===== src/rtl/alu_exec_unit.sv =====
// EX-stage execute unit: single-cycle ALU ops plus a serial 1-bit-per-cycle shifter,
// with a valid/ready handshake on both the operation and the registered result.
module alu_exec_unit #(
    parameter int WIDTH = 32,
    localparam int SHW = $clog2(WIDTH)
) (
    input  logic             clk,
    input  logic             rst,
    input  logic             in_valid,
    output logic             in_ready,
    input  logic [3:0]       ALU_opcode,
    input  logic [WIDTH-1:0] operand_a,
    input  logic [WIDTH-1:0] operand_b,
    output logic             out_valid,
    input  logic             out_ready,
    output logic [WIDTH-1:0] result,
    output logic             zero
);
    localparam logic [3:0] OP_SLT  = 4'b0000;
    localparam logic [3:0] OP_ADD  = 4'b0001;
    localparam logic [3:0] OP_SUB  = 4'b0010;
    localparam logic [3:0] OP_AND  = 4'b0011;
    localparam logic [3:0] OP_OR   = 4'b0100;
    localparam logic [3:0] OP_SLL  = 4'b0101;
    localparam logic [3:0] OP_SRL  = 4'b0110;
    localparam logic [3:0] OP_XOR  = 4'b0111;
    localparam logic [3:0] OP_SRA  = 4'b1010;
    localparam logic [3:0] OP_SLTU = 4'b1011;

    typedef enum logic [1:0] {IDLE, SHIFT, DONE} state_t;
    typedef enum logic [1:0] {K_PASS, K_SLL, K_SRL, K_SRA} kind_t;

    state_t           state_q, state_d;
    kind_t            kind_q, kind_d;
    logic [WIDTH-1:0] acc_q, acc_d;
    logic [SHW-1:0]   cnt_q, cnt_d;
    logic [WIDTH-1:0] result_q, result_d;
    logic             zero_q, zero_d;
    logic             out_valid_q, out_valid_d;

    logic [WIDTH-1:0] alu_res;
    logic [WIDTH-1:0] shifted;
    logic [SHW-1:0]   shamt;
    logic             is_shift;

    assign shamt    = operand_b[SHW-1:0];
    assign is_shift = (ALU_opcode == OP_SLL) || (ALU_opcode == OP_SRL) || (ALU_opcode == OP_SRA);

    always_comb begin
        alu_res = '0;
        case (ALU_opcode)
            OP_ADD:  alu_res = operand_a + operand_b;
            OP_SUB:  alu_res = operand_a - operand_b;
            OP_AND:  alu_res = operand_a & operand_b;
            OP_OR:   alu_res = operand_a | operand_b;
            OP_XOR:  alu_res = operand_a ^ operand_b;
            OP_SLT:  alu_res = {{(WIDTH-1){1'b0}}, ($signed(operand_a) < $signed(operand_b))};
            OP_SLTU: alu_res = {{(WIDTH-1){1'b0}}, (operand_a < operand_b)};
            default: alu_res = '0;
        endcase
    end

    always_comb begin
        shifted = acc_q;
        case (kind_q)
            K_SLL:   shifted = {acc_q[WIDTH-2:0], 1'b0};
            K_SRL:   shifted = {1'b0, acc_q[WIDTH-1:1]};
            K_SRA:   shifted = {acc_q[WIDTH-1], acc_q[WIDTH-1:1]};
            default: shifted = acc_q;
        endcase
    end

    always_comb begin
        state_d     = state_q;
        kind_d      = kind_q;
        acc_d       = acc_q;
        cnt_d       = cnt_q;
        result_d    = result_q;
        zero_d      = zero_q;
        out_valid_d = out_valid_q;
        case (state_q)
            IDLE: begin
                if (in_valid) begin
                    state_d = SHIFT;
                    // Single-cycle results ride through SHIFT as a one-step pass so every
                    // op lands max(1, shamt) edges after accept.
                    if (is_shift && shamt != '0) begin
                        acc_d  = operand_a;
                        cnt_d  = shamt;
                        kind_d = (ALU_opcode == OP_SLL) ? K_SLL :
                                 (ALU_opcode == OP_SRL) ? K_SRL : K_SRA;
                    end else begin
                        acc_d  = is_shift ? operand_a : alu_res;
                        cnt_d  = SHW'(1);
                        kind_d = K_PASS;
                    end
                end
            end
            SHIFT: begin
                acc_d = shifted;
                cnt_d = cnt_q - SHW'(1);
                if (cnt_q == SHW'(1)) begin
                    result_d    = shifted;
                    zero_d      = (shifted == '0);
                    out_valid_d = 1'b1;
                    state_d     = DONE;
                end
            end
            DONE: begin
                if (out_ready) begin
                    out_valid_d = 1'b0;
                    state_d     = IDLE;
                end
            end
            default: state_d = IDLE;
        endcase
    end

    always_ff @(posedge clk or posedge rst) begin
        if (rst) begin
            state_q     <= IDLE;
            kind_q      <= K_PASS;
            acc_q       <= '0;
            cnt_q       <= '0;
            result_q    <= '0;
            zero_q      <= 1'b1;
            out_valid_q <= 1'b0;
        end else begin
            state_q     <= state_d;
            kind_q      <= kind_d;
            acc_q       <= acc_d;
            cnt_q       <= cnt_d;
            result_q    <= result_d;
            zero_q      <= zero_d;
            out_valid_q <= out_valid_d;
        end
    end

    assign in_ready  = (state_q == IDLE);
    assign out_valid = out_valid_q;
    assign result    = result_q;
    assign zero      = zero_q;
endmodule


===== config.mk =====
export PLATFORM = sky130hd
export DESIGN_NAME = alu_exec_unit
export DESIGN_NICKNAME = d
export VERILOG_FILES = /design/src/rtl/alu_exec_unit.sv
export SDC_FILE = /design/constraint.sdc
export NUM_CORES = 1
export LEC_CHECK = 0
export ABC_AREA = 1
export CORE_MARGIN = 2
export CORE_UTILIZATION = 47
export CTS_CLUSTER_DIAMETER = 60
export DETAILED_ROUTE_END_ITERATION = 8
export GPL_TIMING_DRIVEN = 0
export PLACE_DENSITY = 0.75
export REMOVE_ABC_BUFFERS = 1
export SETUP_SLACK_MARGIN = 0.05
export SYNTH_ARGS = -nofsm -noshare
export SYNTH_HDL_FRONTEND = slang
export SYNTH_SLANG_ARGS = --single-unit

===== constraint.sdc =====
create_clock -name clk -period 2.9 [get_ports clk]
set_input_delay 0.58 -clock clk [delete_from_list [all_inputs] [get_ports clk]]
set_output_delay 0.58 -clock clk [all_outputs]
set_load 0.02 [all_outputs]

==> key figures <==
Die
  • Height of the die: 156 um
  • Die area: 24,300 um2
  • IO Pins: 107
  • Die W: 156 um
  • Row count: 55
  • Core ar.: 22,600 um2
  • Initial Util: 0.478

GRT
  • M3 GR Usage: 0.0372
  • Initial antenna violation count: 1
  • First-pass GRT wire length: 61,200 um
  • M1 GR Usage: 0.429
  • Top Usage Layer GRT: met2
  • Largest net degree at the start of global routing: 65
  • Vias in the first global route: 11,638
  • Met2 Usage GRT: 0.532
  • All-Layer GR Usage: 0.322
  • Gr ovfl total: 0

Route
  • Starting DRT DRC Count: 1,024
  • Vias: 12,534
  • DR WL/cell: 17.7 um
  • Routed wire length: 39,900 um
  • Antenna-violating nets left: 0
  • Via density: 5.56
  • DRC errors left: 0
  • Initial DRT Pass Iterations: 6

Outcome
  • Outcome: finished, final reports clean

STA
  • Hold Violations, Final: 0
  • Worst setup margin: 0.0889 ns
  • Post-route clock skew: 0.00543 ns
  • Fin Hold WS: 0.467 ns
  • # setup viols final: 0
  • Worst Max-Slew Pin Slew: 0.945 ns
  • FMAX: 356 MHz
  • Tcrit/Tclk final: 0.969
  • Fin crit period: 2.81 ns
  • Worst rel slew slack: 0.369
  • RSZ-0062 raised after global routing: yes
  • Max Transition Viols Final: 0
  • Setup TNS: 0 ns

Placement
  • Placer Congestion: 1.01
  • IO Port Bufs: 106
  • Dpl cell area: 12,000 um2
  • Cell Count Post-Placement: 2,216
  • DP HPWL: 30,600 um
  • Dpl ws: -1.17 ns

Final layout
  • Final std cells w/o fill: 2,253
  • Design area: 13,100 um2
  • Final core utilization: 0.579
  • Diodes inserted: 0
  • Area added between synthesis and finish: 21.2%
  • Fillers: 2,273
  • Final net count: 2,152
  • Share of layout cells above drive strength 1: 0.0965

Worst setup path
  • R2r setup slk: 0.37 ns
  • CP startpoint kind: primary input
  • Critical path fanouts, max: 26
  • Type of the worst setup path: primary input to register
  • Setup crit end kind: register
  • WP data arrival: 3.04 ns
  • Worst Path Required: 3.13 ns

Pwr
  • Total power draw: 8.07 mW
  • P_leak: 7.10 nW
  • Cell area power density: 615 nW/um2
  • Maximum vdd drop: 0.420 mV

CTS
  • CTS tree: built
  • Clock sink count: 75
  • Total CTS buffers: 9
  • Clk slew on worst S/H paths: 0.06 ns
  • Worst-Skew Late Latency: 0.34 ns
  • Root Buffer: clkbuf_16
  • Htree depth: 3
  • Clock tree buffer depth: 2
  • Hold buffers post-CTS: 0

Yosys
  • FF+latch count, synth: 75
  • Mapped Area: 10,800 um2
  • Post-Syn Instances: 1,891
  • Netlist cell types: 49
  • Mean Syn Cell Area: 5.72 um2
  • Post-synth ARST share: 1.00
  • YS warnings: 0
  • EDFF count, synth: 0
  • Sequential share of the synthesized area: 0.174
  • Primary FF master, synth: dfrtp_1

Min path
  • Min-delay worst type: register to register

Job
  • # Max-Cap Violations: 0
==> layout make-up <==
class / instances / area, um2 / share of cell area
clock buffers: 12 / 256 / 0.0196
clock inverters: 4 / 72.6 / 0.00553
inverters: 359 / 1370 / 0.105
multi-input cells: 1391 / 7890 / 0.601
flip-flops and latches: 75 / 1880 / 0.143
well taps: 285 / 357 / 0.0272
repair buffers: 125 / 1270 / 0.0971
repair inverters: 2 / 15.0 / 0.00114
==> cell usage after synthesis (all sizes together) (7+ instances only) <==
cell	instances	area, um2
a22oi	8	60.1
o211ai	8	60.1
o21ai	114	571
clkbuf	22	83.8
nand2	640	2420
buf	46	259
nand3	137	711
nor3	22	130
nand4	36	225
o221ai	11	103
o22ai	13	81.3
and2	7	43.8
ha	115	1440
nor2	158	628
dfrtp	74	1850
a221oi	21	184
o21bai	7	52.6
inv	359	1350
a21oi	67	335
==> power by group <==
part           switching [mW]  leakage, nW  internal, mW
Sequential              0.346        0.958          1.51
Combinational            3.31         5.98          1.69
Clock                   0.418        0.159         0.798
==> metal layers <==
layer / routed length [um] / vias to the layer above
met5: 15 / -
met1: 17100 / 5777
li1: - / 6087
met2: 17900 / 568
met3: 3240 / 100
met4: 1600 / 2
==> cell usage in the layout (no fill, tap or decap), types with 4 or more instances in the layout <==
| cell type | synthesis | final |
|---|---|---|
| nand2_1 | 636 | 615 |
| inv_1 | 350 | 339 |
| nand3_1 | 132 | 126 |
| nor2_1 | 150 | 116 |
| o21ai_0 | 110 | 107 |
| clkdlybuf4s50_1 | 0 | 92 |
| ha_1 | 115 | 87 |
| dfrtp_1 | 74 | 73 |
| a21oi_1 | 67 | 62 |
| nand4_1 | 36 | 36 |
| nor2_2 | 5 | 35 |
| ha_4 | 0 | 25 |
| nand2_2 | 3 | 22 |
| a221oi_1 | 21 | 18 |
| buf_4 | 6 | 16 |
| o22ai_1 | 13 | 13 |
| dlymetal6s2s_1 | 0 | 13 |
| inv_2 | 7 | 12 |
| nor3_1 | 18 | 12 |
| nand3_2 | 5 | 11 |
| nor2_4 | 3 | 9 |
| o221ai_1 | 10 | 9 |
| clkbuf_16 | 0 | 9 |
| o211ai_1 | 8 | 8 |
| nor3_2 | 4 | 8 |
| a22oi_1 | 8 | 8 |
| o21ai_1 | 4 | 7 |
| o21bai_1 | 7 | 7 |
| and2_1 | 7 | 7 |
| clkinvlp_4 | 0 | 6 |
| inv_4 | 2 | 4 |
| a21oi_2 | 0 | 4 |
==> logic make-up after synthesis <==
kind of cell,count (synthesis),synth area share
XOR/XNOR,3,0.00243
flip-flops,75,0.174
AO/OA/AOI/OAI,260,0.141
AND/OR/NAND/NOR,1009,0.389
buffers and inverters,427,0.157
adder cells (fa/ha/maj),117,0.137
==> critical path: stages <==
cell and delay [ns]:
clkdlybuf4s50_1 0.52, nand2_1 0.28, inv_1 0.09, nand2_2 0.23, inv_2 0.31, a221oi_1 0.53
nand4_1 0.29, nand2_1 0.13, nand2_1 0.05
==> flip-flops by register name, summed over array words and instances, names as in the netlist <==
name       flops
cnt_q          5
state_q        2
kind_q         2
acc_q         32
result        32
zero           1
out_valid      1
==> what timing repair did <==
item / CTS / global route
endpoints found under the setup margin: 72 / 39
pin swaps: 10 / 15
setup buffers: 5 / 12
gates resized for setup: 60 / 116
gates cloned: 4 / 0
==> path summary, 6_finish.rpt <==
kind / startpoint / to / depth (start not counted)
worst max-delay path: ALU_opcode[0] / acc_q[21] / 9
worst min-delay path: result[4] / result[4] / 2
worst max register to register: kind_q[1] / zero / 10
worst min register to register: result[4] / result[4] / 2
max in group asynchronous: rst / zero / 3
min in group asynchronous: rst / result[31] / 2
Note: power is estimated with default switching activity, not from simulation.
